==> src/rtl/alu_share_arb.sv <==
// Shared ALU with a two-port round-robin front end and a single-entry response buffer.
// The package and the ALU itself live here so the block is self-contained.
package mypkg;
   typedef enum logic [3:0] {
      A_ADD  = 4'd0,
      A_SUB  = 4'd1,
      A_SLL  = 4'd2,
      A_SLT  = 4'd3,
      A_SLTU = 4'd4,
      A_XOR  = 4'd5,
      A_SRL  = 4'd6,
      A_SRA  = 4'd7,
      A_OR   = 4'd8,
      A_AND  = 4'd9,
      A_LUI  = 4'd10
   } alu_op_e;
endpackage

module alu #(
   parameter int WIDTH = 32
) (
   input  mypkg::alu_op_e     alu_op_i,
   input  logic [WIDTH-1:0]   alu_a_i,
   input  logic [WIDTH-1:0]   alu_b_i,
   output logic [WIDTH-1:0]   alu_data_o,
   output logic               bru_exp_o
);
   logic signed [WIDTH-1:0] w_a_s;
   logic signed [WIDTH-1:0] w_b_s;
   logic        [4:0]       w_shamt;

   assign w_a_s   = $signed(alu_a_i);
   assign w_b_s   = $signed(alu_b_i);
   assign w_shamt = alu_b_i[4:0];

   always_comb begin
      alu_data_o = '0;
      case (alu_op_i)
         mypkg::A_ADD:  alu_data_o = alu_a_i + alu_b_i;
         mypkg::A_SUB:  alu_data_o = alu_a_i - alu_b_i;
         mypkg::A_SLL:  alu_data_o = alu_a_i << w_shamt;
         mypkg::A_SLT:  alu_data_o = {{(WIDTH-1){1'b0}}, (w_a_s < w_b_s)};
         mypkg::A_SLTU: alu_data_o = {{(WIDTH-1){1'b0}}, (alu_a_i < alu_b_i)};
         mypkg::A_XOR:  alu_data_o = alu_a_i ^ alu_b_i;
         mypkg::A_SRL:  alu_data_o = alu_a_i >> w_shamt;
         mypkg::A_SRA:  alu_data_o = $unsigned(w_a_s >>> w_shamt);
         mypkg::A_OR:   alu_data_o = alu_a_i | alu_b_i;
         mypkg::A_AND:  alu_data_o = alu_a_i & alu_b_i;
         mypkg::A_LUI:  alu_data_o = alu_b_i;
         default:       alu_data_o = '0;
      endcase
   end

   assign bru_exp_o = |alu_data_o;
endmodule

module alu_share_arb #(
   parameter int WIDTH = 32
) (
   input  logic               clk_i,
   input  logic               rst_ni,

   input  logic               req0_valid_i,
   output logic               req0_ready_o,
   input  mypkg::alu_op_e     req0_op_i,
   input  logic [WIDTH-1:0]   req0_a_i,
   input  logic [WIDTH-1:0]   req0_b_i,

   input  logic               req1_valid_i,
   output logic               req1_ready_o,
   input  mypkg::alu_op_e     req1_op_i,
   input  logic [WIDTH-1:0]   req1_a_i,
   input  logic [WIDTH-1:0]   req1_b_i,

   output logic               rsp0_valid_o,
   input  logic               rsp0_ready_i,
   output logic [WIDTH-1:0]   rsp0_data_o,
   output logic               rsp0_nz_o,

   output logic               rsp1_valid_o,
   input  logic               rsp1_ready_i,
   output logic [WIDTH-1:0]   rsp1_data_o,
   output logic               rsp1_nz_o,

   output logic               busy_o
);
   typedef enum logic {S_IDLE, S_HOLD} state_e;

   state_e              r_state;
   state_e              w_state_nxt;
   logic                r_own;
   logic                r_last;
   logic [WIDTH-1:0]    r_data;
   logic                r_nz;

   logic                w_rsp_acc;
   logic                w_free;
   logic                w_gnt_vld;
   logic                w_gnt;
   mypkg::alu_op_e      w_alu_op;
   logic [WIDTH-1:0]    w_alu_a;
   logic [WIDTH-1:0]    w_alu_b;
   logic [WIDTH-1:0]    w_alu_data;
   logic                w_alu_nz;

   // The buffer frees up in the same cycle its owner takes the response.
   assign w_rsp_acc = (r_state == S_HOLD) && (r_own ? rsp1_ready_i : rsp0_ready_i);
   assign w_free    = (r_state == S_IDLE) || w_rsp_acc;

   always_comb begin
      w_gnt_vld    = 1'b0;
      w_gnt        = 1'b0;
      w_state_nxt  = r_state;
      req0_ready_o = 1'b0;
      req1_ready_o = 1'b0;
      if (w_free) begin
         if (req0_valid_i && req1_valid_i) begin
            w_gnt_vld = 1'b1;
            w_gnt     = ~r_last;
         end else if (req0_valid_i) begin
            w_gnt_vld = 1'b1;
            w_gnt     = 1'b0;
         end else if (req1_valid_i) begin
            w_gnt_vld = 1'b1;
            w_gnt     = 1'b1;
         end
      end
      req0_ready_o = w_gnt_vld && !w_gnt;
      req1_ready_o = w_gnt_vld &&  w_gnt;
      if (w_gnt_vld) begin
         w_state_nxt = S_HOLD;
      end else if (w_rsp_acc) begin
         w_state_nxt = S_IDLE;
      end
   end

   always_ff @(posedge clk_i or negedge rst_ni) begin
      if (!rst_ni) begin
         r_state <= S_IDLE;
      end else begin
         r_state <= w_state_nxt;
      end
   end

   // Idle cycles park the ALU on ADD 0+0 so its inputs do not toggle.
   always_comb begin
      w_alu_op = mypkg::A_ADD;
      w_alu_a  = '0;
      w_alu_b  = '0;
      if (w_gnt_vld) begin
         if (w_gnt) begin
            w_alu_op = req1_op_i;
            w_alu_a  = req1_a_i;
            w_alu_b  = req1_b_i;
         end else begin
            w_alu_op = req0_op_i;
            w_alu_a  = req0_a_i;
            w_alu_b  = req0_b_i;
         end
      end
   end

   alu #(.WIDTH(WIDTH)) u_alu (
      .alu_op_i   (w_alu_op),
      .alu_a_i    (w_alu_a),
      .alu_b_i    (w_alu_b),
      .alu_data_o (w_alu_data),
      .bru_exp_o  (w_alu_nz)
   );

   // last starts at 1 so requester 0 wins the first tie.
   always_ff @(posedge clk_i or negedge rst_ni) begin
      if (!rst_ni) begin
         r_own  <= 1'b0;
         r_last <= 1'b1;
         r_data <= '0;
         r_nz   <= 1'b0;
      end else if (w_gnt_vld) begin
         r_own  <= w_gnt;
         r_last <= w_gnt;
         r_data <= w_alu_data;
         r_nz   <= w_alu_nz;
      end
   end

   assign busy_o       = (r_state == S_HOLD);
   assign rsp0_valid_o = busy_o && !r_own;
   assign rsp1_valid_o = busy_o &&  r_own;
   assign rsp0_data_o  = r_data;
   assign rsp1_data_o  = r_data;
   assign rsp0_nz_o    = r_nz;
   assign rsp1_nz_o    = r_nz;
endmodule

==> config.mk <==
export PLATFORM = sky130hd
export DESIGN_NAME = alu_share_arb
export DESIGN_NICKNAME = d
export VERILOG_FILES = /design/src/rtl/alu_share_arb.sv
export SDC_FILE = /design/constraint.sdc
export NUM_CORES = 1
export LEC_CHECK = 0
export BUFFER_PORTS_ARGS = -buffer_cell sky130_fd_sc_hd__buf_2
export CAP_MARGIN = 15
export CORE_MARGIN = 4
export CORE_UTILIZATION = 25
export DETAILED_ROUTE_END_ITERATION = 10
export PLACE_DENSITY = 0.51
export SYNTH_ARGS = -nofsm -noshare
export SYNTH_HDL_FRONTEND = slang
export SYNTH_SLANG_ARGS = --single-unit
==> constraint.sdc <==
create_clock -name clk_i -period 5.95 [get_ports clk_i]
set_input_delay 1.19 -clock clk_i [delete_from_list [all_inputs] [get_ports clk_i]]
set_output_delay 1.19 -clock clk_i [all_outputs]
set_load 0.01 [all_outputs]
==> results of run 1 <==
per-layer routing:
layer  track usage (%)  up-vias  routed length (um)
li1                  -     8642                   -
met1             43.87     9617               40250
met2             51.50     1383               43030
met3             4.313      296                9386
met4             13.75        0                5627
met5                 0        -                   0
cells by family (layout without fill, tap and decap cells):
| logic type | Yosys count | in the layout | share of synthesized area (%) |
|---|---|---|---|
| other | 0 | 2 | 0 |
| flip-flops | 36 | 36 | 6.700 |
| AND/OR/NAND/NOR | 696 | 696 | 24.21 |
| multiplexers | 97 | 97 | 7.648 |
| AO/OA/AOI/OAI | 765 | 765 | 40.33 |
| buffers and inverters | 296 | 810 | 10.81 |
| adder cells (fa/ha/maj) | 102 | 102 | 9.590 |
| XOR/XNOR | 11 | 11 | 0.7156 |
per-stage QoR:
step                      power [mW]  hold WS [ps]  util, %  setup TNS [ps]  setup WS [ps]
after floorplan                3.622         497.3        -               0          12.31
after global placement         6.708         473.9    34.21           -3072         -718.0
after detailed placement       6.687         483.2    34.21           -3572         -725.4
after CTS                      7.075         497.9    34.65               0          14.53
after global routing           7.689         517.4    35.00          -3.703         -3.703
final                          7.382         488.8    35.01               0          155.8
critical path, stage by stage:
cell and delay [ps]:
buf_2 140, a21boi_4 170, buf_4 200, buf_4 170, buf_4 160, a32oi_2 610, buf_4 300, mux2i_1 100
mux2_2 310, a211o_1 400, a31oi_1 190, o21ai_0 320, a21oi_1 360, buf_4 190, nand4_1 260, nor4_4 420
nand4_1 120, and4bb_1 280, a31oi_1 70
registers in the layout (all words and copies together) (netlist names):
| name | flops |
|---|---|
| rsp0_data_o | 32 |
| r_last | 1 |
| rsp0_nz_o | 1 |
| r_own | 1 |
| busy_o | 1 |
power by group:
group	switching, mW	internal, mW
registers	0.0862	0.353
logic	4.10	2.52
clock network	0.127	0.197
worst max path at each step:
stage | from | to | slack, ps | depth (start not counted)
finish | req1_valid_i | rsp0_nz_o | 160 | 19
global route | rsp0_ready_i | rsp0_nz_o | -4 | 24
CTS | rsp0_ready_i | rsp0_nz_o | 10 | 25
detailed placement | rsp0_ready_i | rsp0_nz_o | -730 | 23
global placement | rsp0_ready_i | rsp0_nz_o | -720 | 23
floorplan | rsp1_ready_i | rsp0_nz_o | 10 | 23
cell usage in the layout (no fill, tap or decap), types with 10 or more instances in the layout:
master	instances
o211ai_1	37
a31oi_1	25
a211oi_1	40
buf_2	212
a22oi_1	32
nor3_1	65
mux2i_1	76
a32oi_1	33
or3_1	10
nor4_1	20
mux2_2	13
a21o_1	13
dfrtp_1	35
nand4_1	10
ha_1	98
a21oi_1	157
inv_1	94
nand2b_1	19
a221oi_1	17
o22ai_1	34
buf_4	484
o221ai_1	25
o21a_1	10
and2_1	15
nor2b_1	15
nand3_1	74
o21ai_0	122
a32o_1	29
nor2_1	192
nand2_1	204
and3_1	17
o31ai_1	25
repair_timing:
| action | 4_1_cts | 5_1_grt |
|---|---|---|
| cloned | 0 | 1 |
| resized for setup | 11 | 35 |
| pin swaps | 1 | 5 |
| setup endpoints to repair | 7 | 8 |
| buffers inserted | 2 | 0 |
layout make-up:
| type | count | area [um2] |
|---|---|---|
| fillers | 5830 | 34430 |
| diodes | 2 | 5.005 |
| repair buffers | 704 | 4842 |
| flip-flops and latches | 36 | 902.1 |
| clock inverters | 3 | 42.54 |
| multi-input cells | 1671 | 11400 |
| well taps | 688 | 860.8 |
| clock buffers | 5 | 125.1 |
| inverters | 98 | 367.9 |
==> results.md, run 1 <==
* Cell Pwr Density at about 400 nW/um2
* Ports at 213
* Placed Area at 18120 um2
* CP endpoint kind: flop
* Layout Cells excl Fill at 3207
* Max-slew headroom at 29.34%
* TritonCTS buffer count at 5
* Hold path depth at 2
* Cell Area, Synth at 13460 um2
* Post-synthesis sequential area ratio at 6.700%
* Arrival time at the worst endpoint at 5970 ps
* Total track usage at 32.32%
* Initial antenna violation count at 1
* Clock root cell: clkbuf_16
* Nets at 2760
* Commonest cells in the netlist: 205 x nand2_1, 193 x nor2_1, 158 x a21oi_1
* Pre-antenna DRT Iters at 6
* Clock latency on the worst-skew pair at slightly above 300 ps
* Number of synthesized flops with an enable pin at 0
* Status: completed
* CTS sink count at 36
* Tightest Pin Transition at 1052 ps
* P_leak at ~8.3 nW
* Drt total wl at 98300 um
* Buffers added on ports at 212
* Max Buffers Root-to-Sink at 2
* Grt ovf at 0
* DR vias at 19940
* Rows at 84
* Startpoint types: input pin
* Die width at 240.1 um
* Min-delay src: rsp0_data_o[4]
* Peak VDD IR at 0.0001156 V
* Post-route minimum period at 5794 ps
* R2R cell count at 22
* RR Endpoint: rsp0_nz_o
* CP Max Fanout at 13
* Largest net degree at the start of global routing at 61
* Area leader, netlist: ha_1
* Area growth from synthesis to layout at 37.72%
* Die area at 57630 um2
* Post-synth top area share at 9.293%
* Syn nets at 2247
* Count leader, synth: nand2_1
* Netlist cell types at approximately 100
* Design Area, Final at 18540 um2
* Cell total after placement at 3194
* Global placer's final weighted congestion at 1.074
* Final Cycle Share at 97.38%
* Worst R2R Setup Slack at 560 ps
* Number of remaining DRC errors at 0
* Post-route ant nets at 0
* Post-Syn Instances at about 2000
* First-pass GRT wire length at 136900 um
* Vias in the first global route at around 19000
* Fraction of layout cells with a size suffix above 1 at 32.18%
* Chip height at around 240 um
* Via density at 6.217
* Syn_area_per_cell at a little under 7 um2
* H-tree Lvls at 2
* HP Class: reg -> reg
* Dominant cells by area after synthesis: ha_1 9.3%, dfrtp_1 6.5%, a21oi_1 5.9%
* 1st-iter DRT viols at 2848
* Hold endpoint: rsp0_data_o[4]
* WP data required at 6130 ps
* CTS tree: yes
* Fmax at 0.1726 GHz
* Hold_buf cts at 0
* Flops & latches, synth at 36
* Final Max Slew Viols at 0
* Post-synth top flop: dfrtp_1
* DR WL/cell at 30.65 um
* Syn. warnings at 0
* Final hold viol count at 0
* Max Clock Skew at 22.39 ps
* Setup Viol. Count Final at 0
* Max Cap Viol at 0
* Worst R2R Start: r_last
* WS Path Type: in -> reg
* Dpl hpwl at about 80000 um
* Async SR Flop Fraction at 100.0%
* Core footprint at around 53000 um2
* Starting density of the core at between 20 and 30%
* Clock slew at reported path FFs at 60 ps
Power figures use the tool's default switching activity.
==> inputs of run 2 (changes only) <==
PLACE_DENSITY = 0.53   (was 0.51)
==> results.md, run 2 (synthesis results as in run 1) <==
* Status: completed (unchanged)
* Grt ovf at 0 (unchanged)
* H-tree Lvls at 2 (unchanged)
* Peak VDD IR at 0.0001456 V (was 0.0001156 V)
* DR WL/cell at 30.72 um (was 30.65 um)
* Clock latency on the worst-skew pair at 310 ps (about the same)
* Number of remaining DRC errors at 0 (unchanged)
* Buffers added on ports at 212 (unchanged)
* CP endpoint kind: flop (unchanged)
* Worst Setup EP: rsp0_nz_o (unchanged)
* Crit path max-delay cell type: or4_4 (was a32oi_2)
* Chip height at 240.1 um (unchanged)
* Max-slew headroom at 21.91% (was 29.34%)
* Tightest Pin Transition at 1142 ps (was 1052 ps)
* Crit path top cell by count: buf_4 (unchanged)
* Vias in the first global route at 18590 (was 18860)
* Largest net degree at the start of global routing at 61 (unchanged)
* Fraction of layout cells with a size suffix above 1 at 32.76% (was 32.18%)
* Starting density of the core at 25.42% (unchanged)
* Worst R2R Start: r_last (unchanged)
* Top delay family on crit path: simple AND/OR/NAND/NOR gates (was compound AO/OA/AOI/OAI gates)
* HP Class: reg -> reg (unchanged)
* Switching Fraction at 58.44% (was 58.41%)
* Die area at 57630 um2 (unchanged)
* Initial antenna violation count at 4 (was 1)
* Sequential power share at 6.0% (about the same)
* Pre-CTS setup slack at -603.7 ps (was -725.4 ps)
* Global placer's final weighted congestion at 1.060 (was 1.074)
* Largest stage delay, worst path at 500 ps (was 610 ps)
* Clock root cell: clkbuf_16 (unchanged)
* Total track usage at 32.13% (was 32.32%)
* WS Path Type: in -> reg (unchanged)
* RR Endpoint: rsp0_nz_o (unchanged)
* Area growth from synthesis to layout at 37.63% (was 37.72%)
* Number of cells on the critical path at 21 (was 19)
* Switching power at 4.317 mW (was 4.312 mW)
* Max reg flops at 32 (unchanged)
* First-pass GRT wire length at 136100 um (was 136900 um)
* Max Buffers Root-to-Sink at 2 (unchanged)
* TritonCTS buffer count at 5 (unchanged)
* Ports at 213 (unchanged)
* Internal power at 3.070 mW (about the same)
* Final Cycle Share at 98.18% (was 97.38%)
* Final hold viol count at 0 (unchanged)
* CP Cell Sequence: buf_2 -> buf_4 -> a21boi_4 -> buf_12 -> buf_4 -> a32oi_1 -> nor2_2 -> ha_2 -> a21oi_1 -> o22ai_1 -> a41oi_2 -> nand2_2 -> o41ai_2 -> xnor2_1 -> o22ai_2 -> or3b_4 -> or4_4 -> nor4_4 -> nand4_1 -> and4bb_1 -> a31oi_1 (was buf_2 -> a21boi_4 -> buf_4 -> buf_4 -> buf_4 -> a32oi_2 -> buf_4 -> mux2i_1 -> mux2_2 -> a211o_1 -> a31oi_1 -> o21ai_0 -> a21oi_1 -> buf_4 -> nand4_1 -> nor4_4 -> nand4_1 -> and4bb_1 -> a31oi_1)
* CTS sink count at 36 (unchanged)
* P_leak at 8.256 nW (was 8.324 nW)
* Fmax at 0.1712 GHz (was 0.1726 GHz)
* Fin worst setup slack at 108.5 ps (was 155.8 ps)
* Via density at 6.209 (was 6.217)
* Max Clock Skew at 28.03 ps (was 22.39 ps)
* Worst R2R Setup Slack at 500 ps (was 560 ps)
* Post-route minimum period at 5842 ps (was 5794 ps)
* 1st-iter DRT viols at 2602 (was 2848)
* Core Util, Final at 34.98% (was 35.01%)
* Rows at 84 (unchanged)
* Clk pwr share at 4.3% (was 4.4%)
* Arrival time at the worst endpoint at 6010 ps (was 5970 ps)
* Commonest non-fill, non-tap cell in the layout: buf_4 (unchanged)
* Startpoint types: input pin (unchanged)
* Drt total wl at 97880 um (was 98300 um)
* Clock slew at reported path FFs at 80 ps (was 60 ps)
* Worst path bufs/invs at 4 (was 6)
* Combinational Power Share at 89.6% (was 89.7%)
* Setup Viol. Count Final at 0 (unchanged)
* Setup_tns at 0 ps (unchanged)
* Nets at 2740 (was 2760)
* CP Max Fanout at 17 (was 13)
* Pre-antenna DRT Iters at 7 (was 6)
* DR vias at 19780 (was 19940)
* Die width at 240.1 um (unchanged)
* Core footprint at 52970 um2 (unchanged)
* Cell Pwr Density at 398.6 nW/um2 (was 398.1 nW/um2)
* Final Max Slew Viols at 0 (unchanged)
* Post-route ant nets at 0 (unchanged)
* CTS tree: yes (unchanged)
* CP Launch Point: req0_valid_i (was req1_valid_i)
* Dpl hpwl at 80110 um (was 80340 um)
* Hold slack at 491.8 ps (was 488.8 ps)
* R2R cell count at 16 (was 22)
* Commonest cells after routing, fill and taps aside: 461 x buf_4, 212 x buf_2, 204 x nand2_1 (was 484 x buf_4, 212 x buf_2, 204 x nand2_1)
* WP data required at 6120 ps (was 6130 ps)
* Max Cap Viol at 0 (unchanged)
==> run 2: changes by cell type in the layout (fill, tap and decap cells not counted), moves of 3 or more <==
cell	previous run	this run
a21oi_1	157	148
a21oi_2	1	10
buf_4	484	461
nor2_1	192	183
nor2_2	4	12
nor3_1	65	62
nor3_2	1	4
==> run 2: power by group through the flow <==
stage                     registers, mW  clock network, mW  logic [mW]
after floorplan                   0.476                  0        3.15
after global placement            0.443                  0        6.23
after detailed placement          0.452                  0        6.20
after CTS                         0.449              0.325        6.24
after global routing              0.462              0.330        6.90
final                             0.447              0.320        6.62
==> run 2: final cells by class <==
| class | instances | area (um2) |
|---|---|---|
| fillers | 5836 | 34440 |
| multi-input cells | 1671 | 11530 |
| repair buffers | 684 | 4706 |
| flip-flops and latches | 36 | 902.1 |
| well taps | 688 | 860.8 |
| inverters | 98 | 367.9 |
| clock buffers | 6 | 128.9 |
| clock inverters | 2 | 35.03 |
| diodes | 1 | 2.502 |
==> run 2: how the worst min path moves through the flow <==
| stage | from | end | cells after the start |
|---|---|---|---|
| 4_1_cts | rsp0_data_o[2] | rsp0_data_o[2] | 2 |
| 3_3_place_gp | rsp0_data_o[5] | rsp0_data_o[5] | 2 |
| 3_5_place_dp | rsp0_data_o[2] | rsp0_data_o[2] | 2 |
| 6_report | rsp0_data_o[2] | rsp0_data_o[2] | 2 |
| 2_1_floorplan | r_last | r_last | 2 |
| 5_1_grt | rsp0_data_o[1] | rsp0_data_o[1] | 2 |
==> run 2: worst register-to-register path, delay by kind of cell (launching register included) <==
| kind | cells | cell delay (ps) |
|---|---|---|
| flip-flops | 1 | 650 |
| AND/OR/NAND/NOR | 6 | 1670 |
| multiplexers | 1 | 250 |
| AO/OA/AOI/OAI | 6 | 2030 |
| buffers and inverters | 3 | 690 |
==> run 2: stage by stage <==
stage	cell area, um2	power (mW)	std cells
global placement	17980	6.674	3172
global route	18530	7.693	3185
floorplan	13520	3.622	2003
finish	18530	7.386	3186
detailed placement	17980	6.656	3172
CTS	18170	7.013	3180
==> run 2: layer usage <==
layer  track usage, %  wire length, um  up-vias  share of wire, %
li1                 -                -     8596                 -
met5                0               62        -             0.063
met2            51.83            43510     1335                44
met3            5.471             9333      268               9.5
met4            14.24             5504        2               5.6
met1            42.15            39460     9581                40
==> run 2: timing repair <==
action                                  CTS  global route
setup buffers                             0             5
hold buffers                              0             0
pin swaps                                 0            17
gates resized for setup                   7            73
endpoints found under the setup margin    6             7
